--- src/rtl/cadd_sat_stage.sv ---
// cadd_sat_stage: saturating requantize stage with a 2-entry skid FIFO after the complex adder.
// Optional `SAT_CNT_EN adds the sat_clr/sat_cnt clipped-sample counter.
module cadd_sat_stage #(
  parameter int IN_W  = 9,
  parameter int OUT_W = 8
`ifdef SAT_CNT_EN
  , parameter int CNT_W = 16
`endif
) (
  input  logic             clk,
  input  logic             rst_n,
`ifdef SAT_CNT_EN
  input  logic             sat_clr,
  output logic [CNT_W-1:0] sat_cnt,
`endif
  input  logic             in_valid,
  output logic             in_ready,
  input  logic [IN_W-1:0]  in_re,
  input  logic [IN_W-1:0]  in_im,
  output logic             out_valid,
  input  logic             out_ready,
  output logic [OUT_W-1:0] out_re,
  output logic [OUT_W-1:0] out_im,
  output logic             out_sat
);
  typedef enum logic [1:0] {EMPTY, ONE, FULL} state_e;
  localparam logic signed [IN_W-1:0] HI = IN_W'((1 << (OUT_W-1)) - 1);
  localparam logic signed [IN_W-1:0] LO = ~HI;
  function automatic logic [OUT_W:0] sat(input logic signed [IN_W-1:0] x);
    return x > HI ? {1'b1, HI[OUT_W-1:0]} : x < LO ? {1'b1, LO[OUT_W-1:0]} : {1'b0, x[OUT_W-1:0]};
  endfunction
  state_e state_q, state_d;
  logic rd_q, wr_q, rd_d, push, pop;
  logic [OUT_W:0] re_s, im_s;
  logic [2*OUT_W:0] mem_q [2];
  logic [2*OUT_W:0] out_q, new_w, head_d;
  assign in_ready  = state_q != FULL;
  assign out_valid = state_q != EMPTY;
  assign push = in_valid & in_ready;
  assign pop  = out_valid & out_ready;
  assign {out_sat, out_re, out_im} = out_q;
  always_comb begin
    re_s    = sat(in_re);
    im_s    = sat(in_im);
    new_w   = {re_s[OUT_W] | im_s[OUT_W], re_s[OUT_W-1:0], im_s[OUT_W-1:0]};
    rd_d    = rd_q ^ pop;
    state_d = (push & ~pop) ? (state_q == EMPTY ? ONE : FULL)
            : (pop & ~push) ? (state_q == FULL ? ONE : EMPTY)
            : state_q;
    // The freshly written entry becomes the head when it lands in the slot rd is about to point at
    head_d  = (push && rd_d == wr_q) ? new_w : mem_q[rd_d];
  end
  always_ff @(posedge clk or negedge rst_n) begin
    if (!rst_n) begin
      state_q <= EMPTY;
      rd_q    <= 1'b0;
      wr_q    <= 1'b0;
      mem_q   <= '{default: '0};
      out_q   <= '0;
    end else begin
      state_q <= state_d;
      rd_q    <= rd_d;
      wr_q    <= wr_q ^ push;
      if (push) mem_q[wr_q] <= new_w;
      if (state_d != EMPTY) out_q <= head_d;
    end
  end
`ifdef SAT_CNT_EN
  logic [CNT_W-1:0] cnt_q;
  assign sat_cnt = cnt_q;
  always_ff @(posedge clk or negedge rst_n) begin
    if (!rst_n) cnt_q <= '0;
    else if (sat_clr) cnt_q <= '0;
    else if (push && new_w[2*OUT_W] && !(&cnt_q)) cnt_q <= cnt_q + 1'b1;
  end
`endif
endmodule

--- config.mk ---
export PLATFORM = sky130hd
export DESIGN_NAME = cadd_sat_stage
export DESIGN_NICKNAME = d
export VERILOG_FILES = /design/src/rtl/cadd_sat_stage.sv
export SDC_FILE = /design/constraint.sdc
export NUM_CORES = 1
export LEC_CHECK = 0
export CELL_PAD_IN_SITES_DETAIL_PLACEMENT = 1
export CELL_PAD_IN_SITES_GLOBAL_PLACEMENT = 2
export CORE_UTILIZATION = 40
export CTS_BUF_LIST = sky130_fd_sc_hd__clkbuf_8
export CTS_CLUSTER_DIAMETER = 150
export CTS_CLUSTER_SIZE = 20
export DETAILED_ROUTE_END_ITERATION = 10
export PLACE_DENSITY = 0.95
export SETUP_SLACK_MARGIN = 0.1
export SLEW_MARGIN = 20
export SYNTH_ARGS = -nofsm -noshare
export SYNTH_HDL_FRONTEND = slang
export SYNTH_SLANG_ARGS = --single-unit
export TNS_END_PERCENT = 100
--- constraint.sdc ---
create_clock -name clk -period 6 [get_ports clk]
set_input_delay 1.2 -clock clk [delete_from_list [all_inputs] [get_ports clk]]
set_output_delay 1.2 -clock clk [all_outputs]
set_load 0.01 [all_outputs]
* After elaboration in Yosys (flattened, before gate mapping)
Cells that the tools add are included.
** Word-level totals
- Register bits after elaboration :: 55
- Memories kept :: 0
- Output and inout port bits :: 19
- Latch bits :: 0
- Input port bits :: 22
- Logic and storage cells :: 47
- Memory bits (writable) :: 0
- Bits in read-only memories :: 0
** Cells by class
- Equal/unequal tests :: 3
- Div/mod/pow operators :: 0
- Reductions and logical operators :: 5
- Mux-type cells :: 15
- Bitwise operators :: 11
- Add/subtract/negate cells :: 0
- Shift operators :: 0
- $lt $le $gt $ge :: 7
- $mul :: 0
** Operator list (number)
- two-way mux 17 bit :: 5
- two-way mux 9 bit :: 4
- bitwise mux 34 bit :: 1
- > comparator 9 x 8 -> 1 bit (second input constant) :: 2
- less-than comparator 9 x 8 -> 1 bit (second input constant) :: 2
- demux 17 bit (select 1 bit) :: 1
- two-way mux 2 bit :: 3
- AND 1 bit :: 4
- >= comparator 2 bit (second input constant) :: 2
- NOT 1 -> 2 bit :: 2
- nonzero test 2 bit :: 2
- equality test 2 bit (second input constant) :: 1
- logical AND 1 bit :: 2
- logical NOT 2 bit :: 1
- less-than comparator 2 x 1 -> 1 bit (second input constant) :: 1
- inequality test 2 bit (second input constant) :: 1
- NOT 1 bit :: 2
- bitwise XOR 1 bit :: 2
- equality test 1 bit :: 1
- two-way mux 1 bit :: 1
- bitwise OR 1 bit :: 1

* Logic depth before layout (Yosys ltp)
- Depth in word-level cells :: 8
- Mapped depth :: 7
- Mapped depth without buffers :: 5

* Worst setup path before layout
OpenSTA, ideal clock, no wires.
- Path kind :: input to register
- From :: input port in_valid
- To :: register mem_q[15] in the netlist's numbering
- Buffers on the path :: 3
- Data required time :: 5.875 ns
- Library setup time :: 0.125 ns
- Data arrival time :: 2.721 ns
- Path slack :: 3.154 ns
- Stages :: 6
- Path through :: clkbuf_1 -> and2_1 -> ha_1 -> clkbuf_1 -> clkbuf_1 -> mux2_2
** On the way
- Word-level cells in the longest chain between the ends :: 1
** RTL lines
- from (decl) :: RTL line 16 : input logic in_valid,
- AND 1 bit :: RTL line 39 : assign push = in_valid & in_ready;
- to (signal, indexed assignment) :: RTL line 64 : if (push) mem_q[wr_q] <= new_w;
- to (decl) :: RTL line 35 : logic [2*OUT_W:0] mem_q [2];
No other way between the ends.
A chain may end at the register's enable or synchronous reset.

* Worst setup path in the final report
- From :: input port in_valid
- To :: register out_q[7]
** On the way
- Word-level cells in the longest chain between the ends :: 6
- Elaborated cells on any way between the ends :: 9
- Those cells by class :: 3 x mux; 4 x bitwise; 2 x reduce/logical
** RTL lines
- AND 1 bit * :: RTL line 39
- NOT 1 bit :: RTL line 48 : : (pop & ~push) ? (state_q == FULL ? ONE : EMPTY)
- AND 1 bit :: RTL line 48
- two-way mux 2 bit :: RTL line 48
- two-way mux 2 bit :: RTL line 47 : state_d = (push & ~pop) ? (state_q == EMPTY ? ONE : FULL)
- nonzero test 2 bit :: RTL line 65 : if (state_d != EMPTY) out_q <= head_d;
- to (signal assigned) :: RTL line 59 : out_q <= '0;
- to (signal assigned) :: RTL line 65
- to (decl) :: RTL line 36 : logic [2*OUT_W:0] out_q, new_w, head_d;
Mark *: on every way between the ends. The rest lies on a longest branch, timed or not.

==> reports/results.txt <==
The flow ran to the end, but the final reports show violations. The final reports fail on design-rule violations. With fillers left out, the area of the finished cells amounts to 0.00315 sq mm.

After technology mapping, the gate count stands at 223. Subtracting the final worst setup slack from the clock period gives 3.38 ns. The number of antenna diodes in the final layout is 0. The path class of the tightest hold or removal check is flop to flop. For this run, the post-layout net count is 281. The clock slew at the register clock pins of the worst setup and hold paths is 0.10 ns, and the die height is 83.8 um.

The logs give 6340 um for the wire length after detailed routing and 0.31 ns for the clock latency reported for the late side of the worst-skew pair. The placed instances occupy a cell area of 0.00305 sq mm. The analysis attributes to cell leakage a power of 1.29 nW.

The fraction of the core area covered by cells at the end of the flow was 49.1%. Setup repair after global routing left no endpoint under its margin. The I/O pin total came out at 41.

The tools report the number of maximum-capacitance constraint violations as 0. Buffers inserted during clock tree synthesis total 5. Transition time of the tightest slew-check pin: 0.951 ns.

For this run, the total global-route usage over all layers was measured as 20.2%. The number of global-route vias before repair came out at 2116. The first global-routing pass estimated 10900 um of wire. The number of antenna violations at the first check in global routing was 0.

The post-route DRC violation count was 4. The dominant register cell in the synthesized netlist is dfrtp_1. The worst setup path is of the primary input to flop kind.

The number of nets handed over by synthesis was 247. The peak supply drop is 0.173 mV. In this run, synthesis inferred 0 flip-flops with an integrated enable. The logs give 0 for the post-CTS resize count and 0.811 for the weighted congestion at the end of routability-driven global placement. The number of iterations in the first detailed-routing pass was 7; the die width was 83.8 um. The number of hold-repair buffers added at the cts stage came out at 0. For the final database, setup skew stands at 0.00654 ns. Average size of a mapped cell: 12.0 sq um. The final route contains 1892 vias.

The run gives 0 as the number of hold violations in the final report. By count the netlist is led by dfrtp_1 (55), nand2_1 (34), mux2_2 (32), a31oi_1 (15), o32ai_1 (15). The count of state elements after synthesis works out to 55. The tools report the core box area as 0.00642 sq mm. TritonCTS built the clock tree. In the synthesized netlist the async set-or-reset flop fraction comes to 100%. The logs give 2 for the buffer levels on the longest clock path and 35 for the distinct cell type count after synthesis. The clock drives 55 sinks. Ranked by total cell area, the synthesized netlist is headed by dfrtp_1 (51%), mux2_2 (13%), o32ai_1 (4.9%).

The number of slew-limit violations in the final report came out at 0. Setup violations remaining at the end of the flow were counted as 0. Of the cells placed in the final design, the portion with a size suffix greater than 1 is 22.5%. The portion of synthesized cell area occupied by the leading cell type was 51.4%. The tools report the sequential area share after synthesis as 51.4%.

The final critical path takes up 56.3% of the cycle. The HPWL after detailed placement is 4080 um, and the final cell count without fillers is 335. The floorplan step defined a die boundary enclosing 0.00703 sq mm. After detailed routing, the number of vias per cell comes to 5.65.

Maximum number of pins on one net before global-route repair: 56. The total power density per cell area is 508 mW/mm^2. STA classifies the critical path endpoint as a flop. Count of yosys warnings during synthesis: 0. The detailed router finished its first iteration with 96 violations. In this run the core area contains 29 standard-cell rows. The root buffer cell is clkbuf_8. The average wire per standard cell came out at 18.9 um. The kind of start point of the critical path is a primary input. Yosys instantiated no cell more often than dfrtp_1.

The total overflow left after global routing is 0. The required time of the critical path was 6.20 ns; the arrival time of the worst setup path was 3.58 ns. The tools report the worst relative slew slack as 36.6%.

For the fill cell total of the finished layout, the log shows 680. The dominant cell type by area after synthesis is dfrtp_1. The mapped netlist covers 0.00268 sq mm. For the final routed database, the setup TNS stands at 0 ns. Compared with the post-synthesis result, the final layout area differs by 17.7%.

Port buffering added 40 buffers. Post-route antenna net violation count: 0. The number of buffers inserted by post-CTS setup repair is 0, and the number of levels the H-tree was split into is 2.

The completed layout was analyzed and its total power is 1.60 mW. Initial standard-cell utilization of the core: 41.7%. The maximum clock frequency was 0.296 GHz. The setup slack of the most critical reg-to-reg path is 3.71 ns, and the maximum net fanout on the critical path is 18. Counting tap cells, the placed design contains a total of 327 instances.
## stage by stage
stage	setup WS, ns	hold WS, ns
6_report	2.62	0.517
3_5_place_dp	2.30	0.496
3_3_place_gp	2.42	0.489
2_1_floorplan	3.15	0.480
4_1_cts	2.60	0.520
5_1_grt	2.38	0.537
## kinds of logic (layout without fill, tap and decap cells)
family	count (synthesis)	after routing	share of synthesized area, %
multiplexers	35	35	14.6
AND/OR/NAND/NOR	48	48	7.57
XOR/XNOR	5	5	2.48
flip-flops	55	55	51.4
AO/OA/AOI/OAI	49	49	14.6
adder cells (fa/ha/maj)	9	9	3.55
buffers and inverters	22	57	5.88
## power breakdown
group          switching, mW  total, mW  leakage [nW]  internal (mW)
Clock                  0.116      0.220        0.0557          0.104
Sequential             0.116      0.672         0.630          0.556
Combinational          0.355      0.712         0.603          0.357
Total                  0.587       1.60          1.29           1.02
## cells in the final DEF, fill, tap and decap left out, types with 3 or more instances in the layout
| master | synthesis | layout |
|---|---|---|
| a21o_2 | 7 | 7 |
| a21oi_1 | 4 | 4 |
| a31oi_1 | 15 | 15 |
| clkbuf_8 | 4 | 7 |
| clkdlybuf4s50_1 | 0 | 39 |
| dfrtp_1 | 55 | 55 |
| inv_1 | 4 | 5 |
| maj3_1 | 7 | 7 |
| mux2_2 | 32 | 32 |
| mux2i_1 | 3 | 3 |
| nand2_1 | 34 | 34 |
| nor2_1 | 6 | 6 |
| o32ai_1 | 15 | 15 |
## area by class of cell
type / count / area, sq um / share of cell area, %
Multi-Input combinational cell: 146 / 1140 / 36.3
Sequential cell: 55 / 1380 / 43.6
Clock buffer: 7 / 96.3 / 3.05
Inverter: 7 / 26.3 / 0.833
Tap cell: 77 / 96.3 / 3.05
Clock inverter: 1 / 3.75 / 0.119
Timing Repair Buffer: 42 / 410 / 13.0
## worst max-delay path, stage by stage
cell and delay, ns:
clkdlybuf4s50_1 0.62, clkinv_1 0.53, nand2_1 0.28, o2111ai_2 0.49
a221oi_1 0.47
## path summary, 6_finish.rpt
check | startpoint | end | cells after the start
max | in_valid | out_q[7] | 5
min | mem_q[23] | mem_q[23] | 1
max reg2reg | state_q[0] | mem_q[31] | 4
min reg2reg | mem_q[23] | mem_q[23] | 1
max in group asynchronous | rst_n | mem_q[32] | 2
min in group asynchronous | rst_n | mem_q[19] | 2
## routing by layer
layer	share of wire, %	vias up	routed length [um]	track usage (%)
met3	2.8	7	177	3.46
li1	-	874	-	-
met2	52	25	3280	34.4
met5	0	-	0	0
met1	44	986	2780	25.8
met4	1.6	0	102	7.37
## registers in the layout, summed over array words and instances, names as in the netlist
name / count
rd_q: 1
state_q: 2
mem_q: 34
out_q: 17
wr_q: 1
Note: power is estimated with default switching activity, not from simulation.
